===== src/rtl/bcd_pkg.sv =====
// bcd_pkg: shared BCD digit type, FSM states, constants and nines-complement helper
package bcd_pkg;
  typedef logic [3:0] bcd_digit_t;
  typedef enum logic [1:0] {IDLE, RUN, DONE} state_t;
  localparam bcd_digit_t BCD_NINE = 4'd9;
  localparam bcd_digit_t BCD_SIX = 4'd6;
  function automatic bcd_digit_t nines_comp(bcd_digit_t d);
    return BCD_NINE - d;
  endfunction
endpackage


===== src/rtl/bcd_digit_stage.sv =====
// bcd_digit_stage: combinational single-digit BCD adder with +6 decimal correction
module bcd_digit_stage
  import bcd_pkg::*;
(
  input  bcd_digit_t da,
  input  bcd_digit_t db,
  input  logic       cin,
  output bcd_digit_t sum,
  output logic       cout
);
  logic [4:0] raw;
  always_comb begin
    raw = {1'b0, da} + {1'b0, db} + {4'b0, cin};
    cout = raw > {1'b0, BCD_NINE};
    sum = cout ? raw[3:0] + BCD_SIX : raw[3:0];
  end
endmodule


===== src/rtl/bcd_serial_addsub.sv =====
// bcd_serial_addsub: digit-serial packed-BCD add/sub sequencer, optional BCD_CHECK_EN operand check
module bcd_serial_addsub
  import bcd_pkg::*;
#(
  parameter int DIGITS = 4
) (
  input  logic                clk,
  input  logic                rst_n,
  input  logic                start_valid,
  output logic                start_ready,
  input  logic                sub,
  input  logic [4*DIGITS-1:0] a,
  input  logic [4*DIGITS-1:0] b,
  output logic                res_valid,
  input  logic                res_ready,
  output logic [4*DIGITS-1:0] result,
`ifdef BCD_CHECK_EN
  output logic                err,
`endif
  output logic                carry
);
  localparam int W = 4 * DIGITS;
  localparam int CW = $clog2(DIGITS + 1);
  state_t state_q, state_d;
  logic [W-1:0] a_q, a_d, b_q, b_d, res_q, res_d, b_in;
  logic [W+3:0] sh;
  logic [CW-1:0] cnt_q, cnt_d;
  logic c_q, c_d, accept, run, cout;
  bcd_digit_t sum;
`ifdef BCD_CHECK_EN
  logic err_q, err_d, bad;
`endif
  bcd_digit_stage u_stage (
    .da  (a_q[3:0]),
    .db  (b_q[3:0]),
    .cin (c_q),
    .sum (sum),
    .cout(cout)
  );
  always_ff @(posedge clk)
    if (!rst_n) begin
      state_q <= IDLE;
      a_q <= '0;
      b_q <= '0;
      res_q <= '0;
      c_q <= 1'b0;
      cnt_q <= '0;
`ifdef BCD_CHECK_EN
      err_q <= 1'b0;
`endif
    end else begin
      state_q <= state_d;
      a_q <= a_d;
      b_q <= b_d;
      res_q <= res_d;
      c_q <= c_d;
      cnt_q <= cnt_d;
`ifdef BCD_CHECK_EN
      err_q <= err_d;
`endif
    end
  always_comb begin
    state_d = (state_q == IDLE && start_valid) ? RUN :
              (state_q == RUN && cnt_q == CW'(DIGITS - 1)) ? DONE :
              (state_q == DONE && res_ready) ? IDLE : state_q;
  end
  always_comb begin
    accept = start_valid && state_q == IDLE;
    run = state_q == RUN;
    b_in = b;
    for (int i = 0; i < DIGITS; i++) b_in[4*i+:4] = sub ? nines_comp(b[4*i+:4]) : b[4*i+:4];
    sh = {sum, res_q};
    a_d = accept ? a : run ? a_q >> 4 : a_q;
    b_d = accept ? b_in : run ? b_q >> 4 : b_q;
    c_d = accept ? sub : run ? cout : c_q;
    cnt_d = accept ? '0 : run ? cnt_q + 1'b1 : cnt_q;
    res_d = run ? sh[W+3:4] : res_q;
`ifdef BCD_CHECK_EN
    bad = 1'b0;
    for (int i = 0; i < DIGITS; i++) bad = bad | (a[4*i+:4] > BCD_NINE) | (b[4*i+:4] > BCD_NINE);
    err_d = accept ? bad : err_q;
`endif
  end
  always_comb begin
    start_ready = state_q == IDLE;
    res_valid = state_q == DONE;
`ifdef BCD_CHECK_EN
    err = err_q;
    result = err_q ? '0 : res_q;
    carry = !err_q && c_q;
`else
    result = res_q;
    carry = c_q;
`endif
  end
endmodule


===== config.mk =====
export PLATFORM = sky130hd
export DESIGN_NAME = bcd_serial_addsub
export DESIGN_NICKNAME = d
export VERILOG_FILES = /design/src/rtl/bcd_pkg.sv /design/src/rtl/bcd_digit_stage.sv /design/src/rtl/bcd_serial_addsub.sv
export SDC_FILE = /design/constraint.sdc
export NUM_CORES = 1
export LEC_CHECK = 0
export CORE_AREA = 2 2 104 56
export DETAILED_ROUTE_END_ITERATION = 8
export DIE_AREA = 0 0 106 58
export MAX_ROUTING_LAYER = met4
export PLACE_DENSITY = 0.78
export SYNTH_ARGS = -nofsm -noshare
export SYNTH_HDL_FRONTEND = slang
export SYNTH_SLANG_ARGS = --single-unit

===== constraint.sdc =====
create_clock -name clk -period 3 [get_ports clk]
set_input_delay 0.3 -clock clk [delete_from_list [all_inputs] [get_ports clk]]
set_output_delay 0.3 -clock clk [all_outputs]
set_load 0.02 [all_outputs]

# Word level (Yosys, flattened, before mapping)
# Index checks and enable logic that the tools add are counted.
[classes]
n_addsub = 8
order_cmp = 1
eq_ne = 3
muxes = 14
bitwise_logic = 1
n_reduce_logical = 8
[ops]
columns = ["op", "n"]
rows = [
  ["2-to-1 mux 16 bit", 4],
  ["2-to-1 mux 4 bit", 5],
  ["subtractor 4 bit, first input constant", 4],
  ["adder 4 x 4 -> 5 bit", 1],
  ["adder 5 x 1 -> 5 bit", 1],
  ["greater-than comparator 5 x 4 -> 1 bit, second input constant", 1],
  ["adder 4 x 3 -> 4 bit, second input constant", 1],
  ["2-to-1 mux 2 bit", 2],
  ["nonzero test 2 bit", 2],
  ["adder 3 x 1 -> 3 bit, second input constant", 1],
  ["== test 3 x 2 -> 1 bit, second input constant", 1],
  ["logical AND 1 bit", 3],
  ["2-to-1 mux 1 bit", 3],
  ["nonzero test 3 bit", 1],
  ["== test 2 x 1 -> 1 bit, second input constant", 1],
  ["== test 2 bit, second input constant", 1],
  ["zero test 2 bit", 1],
  ["OR reduction 2 bit", 1],
  ["inverter 1 bit", 1],
]
[totals]
regBits = 54
output_inout_bits = 19
word_cells = 42

# Logic depth before layout (Yosys ltp)
[depth]
depth_word = 5
mapped_depth = 9

# By module
# A second synthesis with hierarchy kept.
[unflattened]
cells_unflattened = 293
hier_area_um2 = 2568.7
[by_module_without_submodules]
columns = ["mod", "n_inst", "cells_each", "area_per_inst_um2", "seq_area_each_um2"]
rows = [
  ["bcd_serial_addsub", 1, 271, 2357.3, 1081.0],
  ["bcd_digit_stage", 1, 22, 211.5, 0.0],
]

# Worst setup path after synthesis
# Ideal clock, no wire load.
[synth_timing]
kind = "reg2reg"
start = "register c_q, in the netlist carry"
end = "register res_q[14], in the netlist result[14]"
t_arrival_ns = 2.553
path_slack_ns = 0.326
stages_incl_launch_ff = 10
path_cell_list = "dfxtp_1 fa_1 fa_1 xnor2_2 ha_1 nor2b_1 a31oi_4 nor3b_4 nor2_2 mux2_4"
[synth_via]
elab_chain_len = 3
word_cells_on_any_way = 4
cone_classes = "add/sub (2); order compare (1); mux (1)"
[synth_lines]
columns = ["item", "line", "source"]
rows = [
  ["start: declaration", "bcd_serial_addsub.sv:28", "logic c_q, c_d, accept, run, cout;"],
  ["start signal: assignment", "bcd_serial_addsub.sv:46", "c_q <= 1'b0;"],
  ["start signal: assignment", "bcd_serial_addsub.sv:56", "c_q <= c_d;"],
  ["adder 5 x 1 -> 5 bit *", "bcd_digit_stage.sv:13", "raw = {1'b0, da} + {1'b0, db} + {4'b0, cin};"],
  ["adder 4 x 3 -> 4 bit / greater-than comparator 5 x 4 -> 1 bit (equally long branches)", "bcd_digit_stage.sv:15, bcd_digit_stage.sv:14", ""],
  ["2-to-1 mux 4 bit *", "bcd_digit_stage.sv:15", "sum = cout ? raw[3:0] + BCD_SIX : raw[3:0];"],
  ["end signal: assignment", "bcd_serial_addsub.sv:55", "res_q <= res_d;"],
  ["end: declaration", "bcd_serial_addsub.sv:25", "logic [W-1:0] a_q, a_d, b_q, b_d, res_q, res_d, b_in;"],
]
# Mark *: on every way between the ends. The rest lies on a longest branch, timed or not.
# A chain may end at the register's enable or synchronous reset.

# Worst setup path after layout
# Same ends and word-level chain as after synthesis.

==> impl_metrics.prom <==
# TYPE chip_impl_metric gauge
chip_impl_info{name="run_status",value="complete, no violations"} 1
chip_impl_metric{name="groute.usage.overall",unit="%"} 20.68
chip_impl_info{name="synth_top_cells_by_area",value="sky130_fd_sc_hd__dfxtp_1, sky130_fd_sc_hd__a21oi_1, sky130_fd_sc_hd__nand2_1"} 1
chip_impl_metric{name="maximum_clock_insertion_buffer_count",unit=""} 2
chip_impl_metric{name="route.final.wire_length",unit="um"} 6014
chip_impl_metric{name="worst_setup_hold_path_clk_slew",unit="ps"} 100
chip_impl_metric{name="setup-violations-final",unit=""} 0
chip_impl_metric{name="fp.dieArea",unit="um^2"} 6148
chip_impl_metric{name="timing.hold.worst_path_depth",unit=""} 2
chip_impl_metric{name="finClkSkew",unit="ps"} 11.41
chip_impl_info{name="worstSetupStartpointType",value="flop"} 1
chip_impl_metric{name="post_drt_via_cell_ratio",unit=""} 5.203
chip_impl_metric{name="yosysUniqueCellTypes",unit=""} 34
chip_impl_metric{name="drt_pre_antenna_iters",unit=""} 5
chip_impl_info{name="hold_path.class",value="reg2reg"} 1
chip_impl_info{name="setup.worst_path.class",value="reg2reg"} 1
chip_impl_metric{name="holdBufCountCts",unit=""} 0
chip_impl_metric{name="synth-edff-count",unit=""} 0
chip_impl_metric{name="starting_density",unit="%"} 48.34
chip_impl_metric{name="detail_route.wl_per_cell",unit="um"} 14.05
chip_impl_metric{name="placement.io_buffers",unit=""} 55
chip_impl_metric{name="clk-insertion-delay-late",unit="ps"} 310
chip_impl_metric{name="layout.cells.non_filler",unit=""} 428
chip_impl_metric{name="drt_drc_violations_left",unit=""} 0
chip_impl_metric{name="vdd.ir_drop.worst",unit="V"} 0.0003181
chip_impl_metric{name="count_of_cells_resized_by_post_cts_repair",unit=""} 0
chip_impl_metric{name="area.sequential",unit="um^2"} 1081
chip_impl_metric{name="final.min_clock_period",unit="ps"} 2749
chip_impl_metric{name="final_nets",unit=""} 403
chip_impl_info{name="post-synth-top-area-cell",value="sky130_fd_sc_hd__dfxtp_1"} 1
chip_impl_metric{name="cts-buffers-inserted",unit=""} 5
chip_impl_metric{name="cts_setup_buffers",unit=""} 0
chip_impl_metric{name="dpl.cell_count",unit=""} 420
chip_impl_metric{name="grt_pass1_vias",unit=""} 2086
chip_impl_metric{name="synth_async_reset_ratio",unit="%"} 0
chip_impl_metric{name="filler_cell_count",unit=""} 451
chip_impl_metric{name="leak",unit="nW"} 1.211
chip_impl_metric{name="worst_ep_required_time",unit="ps"} 3210
chip_impl_metric{name="design.portCount",unit=""} 56
chip_impl_metric{name="ff2ff_path_depth",unit=""} 9
chip_impl_metric{name="antenna_found_initial",unit=""} 0
chip_impl_metric{name="fmaxAchievable",unit="MHz"} 363.8
chip_impl_metric{name="cts_num_sinks",unit=""} 54
chip_impl_metric{name="layout.core_utilization",unit="%"} 61.35
chip_impl_metric{name="fin_crit_sh",unit="%"} 91.63
chip_impl_metric{name="slew-limit-headroom",unit="%"} 27.65
chip_impl_metric{name="multi_input_comb_area",unit="um^2"} 1314
chip_impl_metric{name="grt_start_max_net_pins",unit=""} 33
chip_impl_metric{name="power.density_cell_area",unit="nW/um^2"} 491.9
chip_impl_metric{name="critPathMaxFanout",unit=""} 4
chip_impl_metric{name="finalWeightedCongestion",unit=""} 0.8257
chip_impl_metric{name="postSynthCellCount",unit=""} 311
chip_impl_info{name="cts_tree",value="yes"} 1
chip_impl_info{name="cts-root-buf",value="sky130_fd_sc_hd__clkbuf_8"} 1
chip_impl_metric{name="num_rows",unit=""} 19
chip_impl_info{name="rsz0062_at_grt",value="no"} 1
chip_impl_metric{name="worst_slew_pin_slew",unit="ps"} 1085
chip_impl_info{name="end_kind",value="flop"} 1
chip_impl_metric{name="arrival",unit="ps"} 2960
chip_impl_metric{name="initialDrtViolationCount",unit=""} 130
chip_impl_metric{name="globalRouteOverflowTotal",unit=""} 0
chip_impl_metric{name="timing.final.max_slew_violations",unit=""} 0
chip_impl_metric{name="fp.dieH",unit="um"} 58
chip_impl_metric{name="detailroute.via_count",unit=""} 2227
chip_impl_metric{name="die_w",unit="um"} 106
chip_impl_metric{name="area.growth.synth_to_final",unit="%"} 26.90
chip_impl_metric{name="mapped_avg_cell_area",unit="um^2"} 8.167
chip_impl_metric{name="mapped_cell_area",unit="um^2"} 2540
chip_impl_metric{name="core_region_area",unit="um^2"} 5254
chip_impl_metric{name="cap_violations",unit=""} 0
chip_impl_metric{name="cts-htree-levels",unit=""} 2
chip_impl_metric{name="drt.antenna.violating_nets",unit=""} 0
chip_impl_metric{name="finalHoldWorstSlack",unit="ps"} 460.7
chip_impl_metric{name="synth_warnings",unit=""} 0
chip_impl_metric{name="timing.setup.tns",unit="ps"} 0
chip_impl_info{name="main_flop_type_after_synthesis",value="sky130_fd_sc_hd__dfxtp_1"} 1
chip_impl_metric{name="finalHoldViolations",unit=""} 0
chip_impl_metric{name="syn-num-nets",unit=""} 360
chip_impl_metric{name="yosysTopAreaCellShare",unit="%"} 42.56
chip_impl_metric{name="layout-drive-gt1-share",unit="%"} 5.352
chip_impl_metric{name="hpwlAfterDp",unit="um"} 4248
chip_impl_metric{name="grt_pass1_wl",unit="um"} 9701
chip_impl_metric{name="postSynthRegisterBits",unit=""} 54
chip_impl_metric{name="antenna_cells_inserted",unit=""} 0
chip_impl_metric{name="synth.yosys.seq_area_share",unit="%"} 42.56
[metrics by stage]
step / power (mW) / setup WS [ps] / cell area (um^2)
final: 1.586 / 251.1 / 3223
after global routing: 1.670 / 145.2 / 3223
after detailed placement: 1.170 / 245.3 / 3128
after CTS: 1.597 / 249.6 / 3223
after floorplan: 1.040 / 325.6 / 2540
after global placement: 1.158 / 339.9 / 3128
[sequential cells by signal, summed over array words and instances, names as in the netlist]
signal	count
state_q	2
a_q	16
result	16
cnt_q	3
carry	1
b_q	16
[per-layer routing]
layer	GRT usage (%)	vias to the layer above	wire length, um
met5	-	-	0
met4	4.511	0	45
met3	5.399	7	335
met2	30.51	49	2588
met1	28.78	1031	3044
li1	-	1140	-
[critical path: stages (launching register included)]
cell	delay (ps)
sky130_fd_sc_hd__dfxtp_1	350
sky130_fd_sc_hd__fa_1	480
sky130_fd_sc_hd__fa_1	440
sky130_fd_sc_hd__xnor2_2	280
sky130_fd_sc_hd__ha_1	240
sky130_fd_sc_hd__nor2b_1	240
sky130_fd_sc_hd__a31oi_4	50
sky130_fd_sc_hd__nor3b_4	170
sky130_fd_sc_hd__nor2_2	100
sky130_fd_sc_hd__mux2_4	300
[synthesized netlist by cell type, types with 2 or more instances]
cell                        n
sky130_fd_sc_hd__nor3_1     2
sky130_fd_sc_hd__nand2_1   64
sky130_fd_sc_hd__dfxtp_1   54
sky130_fd_sc_hd__a21oi_1   50
sky130_fd_sc_hd__ha_1      10
sky130_fd_sc_hd__buf_2     11
sky130_fd_sc_hd__nand3_1   13
sky130_fd_sc_hd__nor2b_1    4
sky130_fd_sc_hd__buf_1      2
sky130_fd_sc_hd__fa_1       2
sky130_fd_sc_hd__clkbuf_1   9
sky130_fd_sc_hd__inv_1     13
sky130_fd_sc_hd__xnor2_1    5
sky130_fd_sc_hd__nand2b_1   2
sky130_fd_sc_hd__a311oi_1   2
sky130_fd_sc_hd__nor2_1    19
sky130_fd_sc_hd__o21ai_0    6
sky130_fd_sc_hd__a22oi_1   20
sky130_fd_sc_hd__a221oi_1   3
sky130_fd_sc_hd__xor2_1     4
sky130_fd_sc_hd__mux2i_1    3
[cells in the final DEF (no fill, tap or decap), types with 3 or more instances in the layout]
| cell type | synthesis | layout |
|---|---|---|
| sky130_fd_sc_hd__nor2b_1 | 4 | 3 |
| sky130_fd_sc_hd__a22oi_1 | 20 | 20 |
| sky130_fd_sc_hd__xor2_1 | 4 | 4 |
| sky130_fd_sc_hd__dfxtp_1 | 54 | 54 |
| sky130_fd_sc_hd__o21ai_0 | 6 | 6 |
| sky130_fd_sc_hd__clkbuf_8 | 0 | 6 |
| sky130_fd_sc_hd__nand3_1 | 13 | 13 |
| sky130_fd_sc_hd__buf_4 | 1 | 3 |
| sky130_fd_sc_hd__nand2_1 | 64 | 64 |
| sky130_fd_sc_hd__inv_1 | 13 | 13 |
| sky130_fd_sc_hd__a21oi_1 | 50 | 50 |
| sky130_fd_sc_hd__ha_1 | 10 | 10 |
| sky130_fd_sc_hd__mux2i_1 | 3 | 3 |
| sky130_fd_sc_hd__xnor2_1 | 5 | 5 |
| sky130_fd_sc_hd__a221oi_1 | 3 | 3 |
| sky130_fd_sc_hd__nor2_1 | 19 | 19 |
| sky130_fd_sc_hd__clkdlybuf4s50_1 | 0 | 55 |
[worst paths after layout]
check | slack (ps) | from | end
max | 250 | carry | result[14]
min | 460 | a_q[10] | a_q[10]
min reg2reg | 460 | a_q[10] | a_q[10]
max reg2reg | 250 | carry | result[14]
[logic make-up after synthesis]
| logic type | Yosys count | share of synthesized area, % |
|---|---|---|
| fa+ha+maj | 12 | 6.503 |
| flops | 54 | 42.56 |
| mux | 4 | 1.773 |
| buf+inv | 36 | 6.010 |
| simple gates | 111 | 19.26 |
| xor+xnor | 10 | 3.744 |
| compound gates | 84 | 20.15 |
[power by group]
part	total (mW)	internal, mW	leakage, nW	switching [mW]
combinational	0.357	0.166	0.720	0.190
clock	0.431	0.191	0.0489	0.240
sequential	0.798	0.763	0.441	0.0343
[layout make-up]
class / instances / share of cell area (%)
multi-input combinational: 221 / 40.76
sequential: 54 / 33.54
timing repair buffer: 59 / 18.40
tap: 73 / 2.834
clock buffer: 7 / 2.679
inverter: 13 / 1.514
clock inverter: 1 / 0.2717
Note: power is estimated with default switching activity, not from simulation.
==> patch 1: new RTL, config.mk and constraints unchanged <==
Reset style: asynchronous (`rst_n`), changed in one clocked block.
--- a/src/rtl/bcd_serial_addsub.sv
+++ b/src/rtl/bcd_serial_addsub.sv
@@ -39,3 +39,3 @@
   );
-  always_ff @(posedge clk)
+  always_ff @(posedge clk or negedge rst_n)
     if (!rst_n) begin
Function: differs if rst_n is asserted again (counterexample within 4 cycles, from zero or initial values and one cycle with rst_n low); with rst_n held inactive, the same outputs for 10 cycles.
==> patch 1 against the unedited design <==
- final cell count decreased by 3.7%
- wire length decreased by 8.9%
- area after synthesis increased by 5.6%
- synthesized cell count decreased by 7.7%
- hold slack improved by 20 ps
- via count decreased by 4.4%
- sequential share of layout area increased by 6.6 points
- sequential cell count unchanged
- design area increased by 4.4%
- setup slack improved by 64 ps
- first-iteration DRC count decreased by 3.1%
- largest cell class is now sequential cells
- highest routed layer unchanged
Power is not compared: it rests on default switching activity, and its combinational part moved more than twofold at a synthesized area within 25%.
==> patch 1: results <==
[synth]
synth_common_cells = "95 x nand2_1, 54 x dfrtp_1, 15 x a22oi_1"
synth_xor_area_share_pct = 3.27
synth_compound_area_share_pct = 13.5
seq_area_frac_synth_pct = 50.4
synthMuxAreaShare_pct = 2.05
synthAdderAreaFrac_pct = 6.63

[sta]
fmax_mhz = 372
final.setup_skew_ps = 8.26
worst_slew_pin_slew_ps = 692

[detailed_routing]
vias_per_cell = 5.17
drt-wirelength-per-cell_um = 13.3
wl_met1_mm = 2.72
route.met3.wl_um = 306

[placement]
hpwl_mm = 3.86
dp_slack_ps = 346
gp_congestion = 0.800

[setup_path]
rrSetupSlack_ps = 320
cp.arrival_ps = 2880
worstReg2RegEnd = "result[14]"

[final_layout]
layout-drive-gt1-share_pct = 5.90
fillers = 426

[worst_hold_path]
min_from = "result[3]"

[global_route]
grtUsageMet3_pct = 4.72
use_met2_pct = 27.9
grt_pass1_vias = 1943

[run_status]
outcome = "complete, no violations"
## patch 1: changes by cell type in the layout (fill, tap and decap cells not counted), moves of 5 or more
cell	delta
dfrtp_1	+54
o21ai_1	+5
nand3_1	-7
a21oi_1	-44
a221o_1	+6
a22oi_1	-5
nor2_1	-6
nand2_1	+31
dfxtp_1	-54
## patch 1: metrics by stage
step                cell area, µm²  utilization, %  hold slack [ps]  instances  total power, W
floorplan                     2680               -             4.41        287         0.00215
global placement              3260            62.1              313        403         0.00257
detailed placement            3260            62.1              301        403         0.00261
CTS                           3370            64.1              485        412         0.00303
global route                  3370            64.1              512        412         0.00326
finish                        3370            64.1              480        412         0.00302
## patch 1: layout make-up
type	count	area share, %
repair buffers	60	17.4
multi-input cells	206	35.8
clock buffers	7	2.57
inverters	11	1.23
flip-flops and latches	54	40.1
clock inverters	1	0.149
well taps	73	2.71
==> patch 2: new RTL, same flow settings <==
Made on the original files. Add a define of `BCD_CHECK_EN`.
--- a/src/rtl/bcd_serial_addsub.sv
+++ b/src/rtl/bcd_serial_addsub.sv
@@ -1,2 +1,4 @@
 // bcd_serial_addsub: digit-serial packed-BCD add/sub sequencer, optional BCD_CHECK_EN operand check
+`define BCD_CHECK_EN
+
 module bcd_serial_addsub
Formal check against the unedited RTL (old outputs only; new: err): not equivalent (a bounded check fails within 4 cycles, from zero or initial values and one cycle with rst_n low).
==> patch 2 against the unedited design <==
- combinational power fell by 2%
- area after synthesis rose by 8.4%
- design area rose by 5.9%
- setup slack improved by 230 ps
- largest cell class unchanged
- largest power group unchanged
- total power rose by 5.0%
- die area did not move
- non-clock buffer count rose by 1
- wire length rose by 15%
- sequential cell count rose by 1
==> patch 2: results <==
[run_status]
outcome = "complete, no violations"

[pwr]
p_seq_share_pct = 48.9
switching_share_pct = 29.1
peakVddDrop_uv = 285
p_leak_nw = 1.28

[synth]
synth_compound_area_share_pct = 21.2
synthAdderAreaFrac_pct = 6.00
seq_area_frac_synth_pct = 40.0
synthMuxAreaShare_pct = 1.09
syn_avg_cell_area_um2 = 8.10

[setup_path]
worst-r2r-cell-count = 8
timing.rr.start = "a_q[0]"
crit_fanout = 5
worstReg2RegEnd = "res_q[13]"

[detailed_routing]
first_pass_iters = 4
drt_iter0_markers = 165
vias_per_cell = 5.55

[global_route]
grt_pass1_vias = 2432
grt_max_degree = 49
use_met2_pct = 35.9
grt_pass1_wl_mm = 11.5
grt.met1_usage_pct = 33.9

[placement]
hpwl_mm = 4.79
dp_slack_ps = 518
numPortBuffers = 56
dp_cells = 449

[worst_hold_path]
hold_end = "res_q[2]"
min_from = "res_q[2]"

[sta]
final.setup_skew_ps = 8.68
fin_ws_ps = 480
slew_headroom_pct = 51.8
worst_hold_slack_ps = 454

[final_layout]
fin_nets = 432
layout-drive-gt1-share_pct = 5.21
## patch 2: changes by cell type in the layout (fill, tap and decap cells not counted), sizes merged, moves of 2 or more
cell and change:
nor2 -2, clkbuf -2, o21ai +10, clkinv +2
nor2b +15, nand4 +2
## patch 2: power by group through the flow
| stage | clock (W) | combinational [W] | sequential [W] |
|---|---|---|---|
| 6_report | 0.000501 | 0.000349 | 0.000815 |
| 5_1_grt | 0.000541 | 0.000384 | 0.000821 |
| 4_1_cts | 0.000510 | 0.000346 | 0.000814 |
| 3_5_place_dp | 0 | 0.000343 | 0.000831 |
| 3_3_place_gp | 0 | 0.000334 | 0.000829 |
| 2_1_floorplan | 0 | 0.000238 | 0.000816 |
## patch 2: worst max-delay path: stages, from the launching register on
cell and delay [ps]:
dfxtp_1 340, fa_1 470, fa_1 440, xnor2_2 190
ha_1 240, a31o_1 230, nor3_4 290, or3_1 160
nand3_1 60
## patch 2: how the worst max path moves through the flow
| stage | start | end | depth (start not counted) |
|---|---|---|---|
| floorplan | a_q[0] | res_q[13] | 8 |
| global placement | a_q[0] | res_q[13] | 8 |
| detailed placement | a_q[0] | res_q[13] | 8 |
| CTS | a_q[0] | res_q[13] | 8 |
| global route | a_q[0] | res_q[13] | 8 |
| finish | a_q[0] | res_q[13] | 8 |
## patch 2: final cells by class
cell class,count,area (µm²)
fill,463,1840
multi-input combinational,248,1470
sequential,55,1100
timing repair buffer,60,591
tap,73,91.3
clock buffer,5,68.8
inverter,13,48.8
clock inverter,3,43.8
## patch 2: layer usage
layer	vias up	wire length, µm
met4	0	68
met2	100	2880
li1	1244	-
met5	-	0
met3	11	642
met1	1182	3300
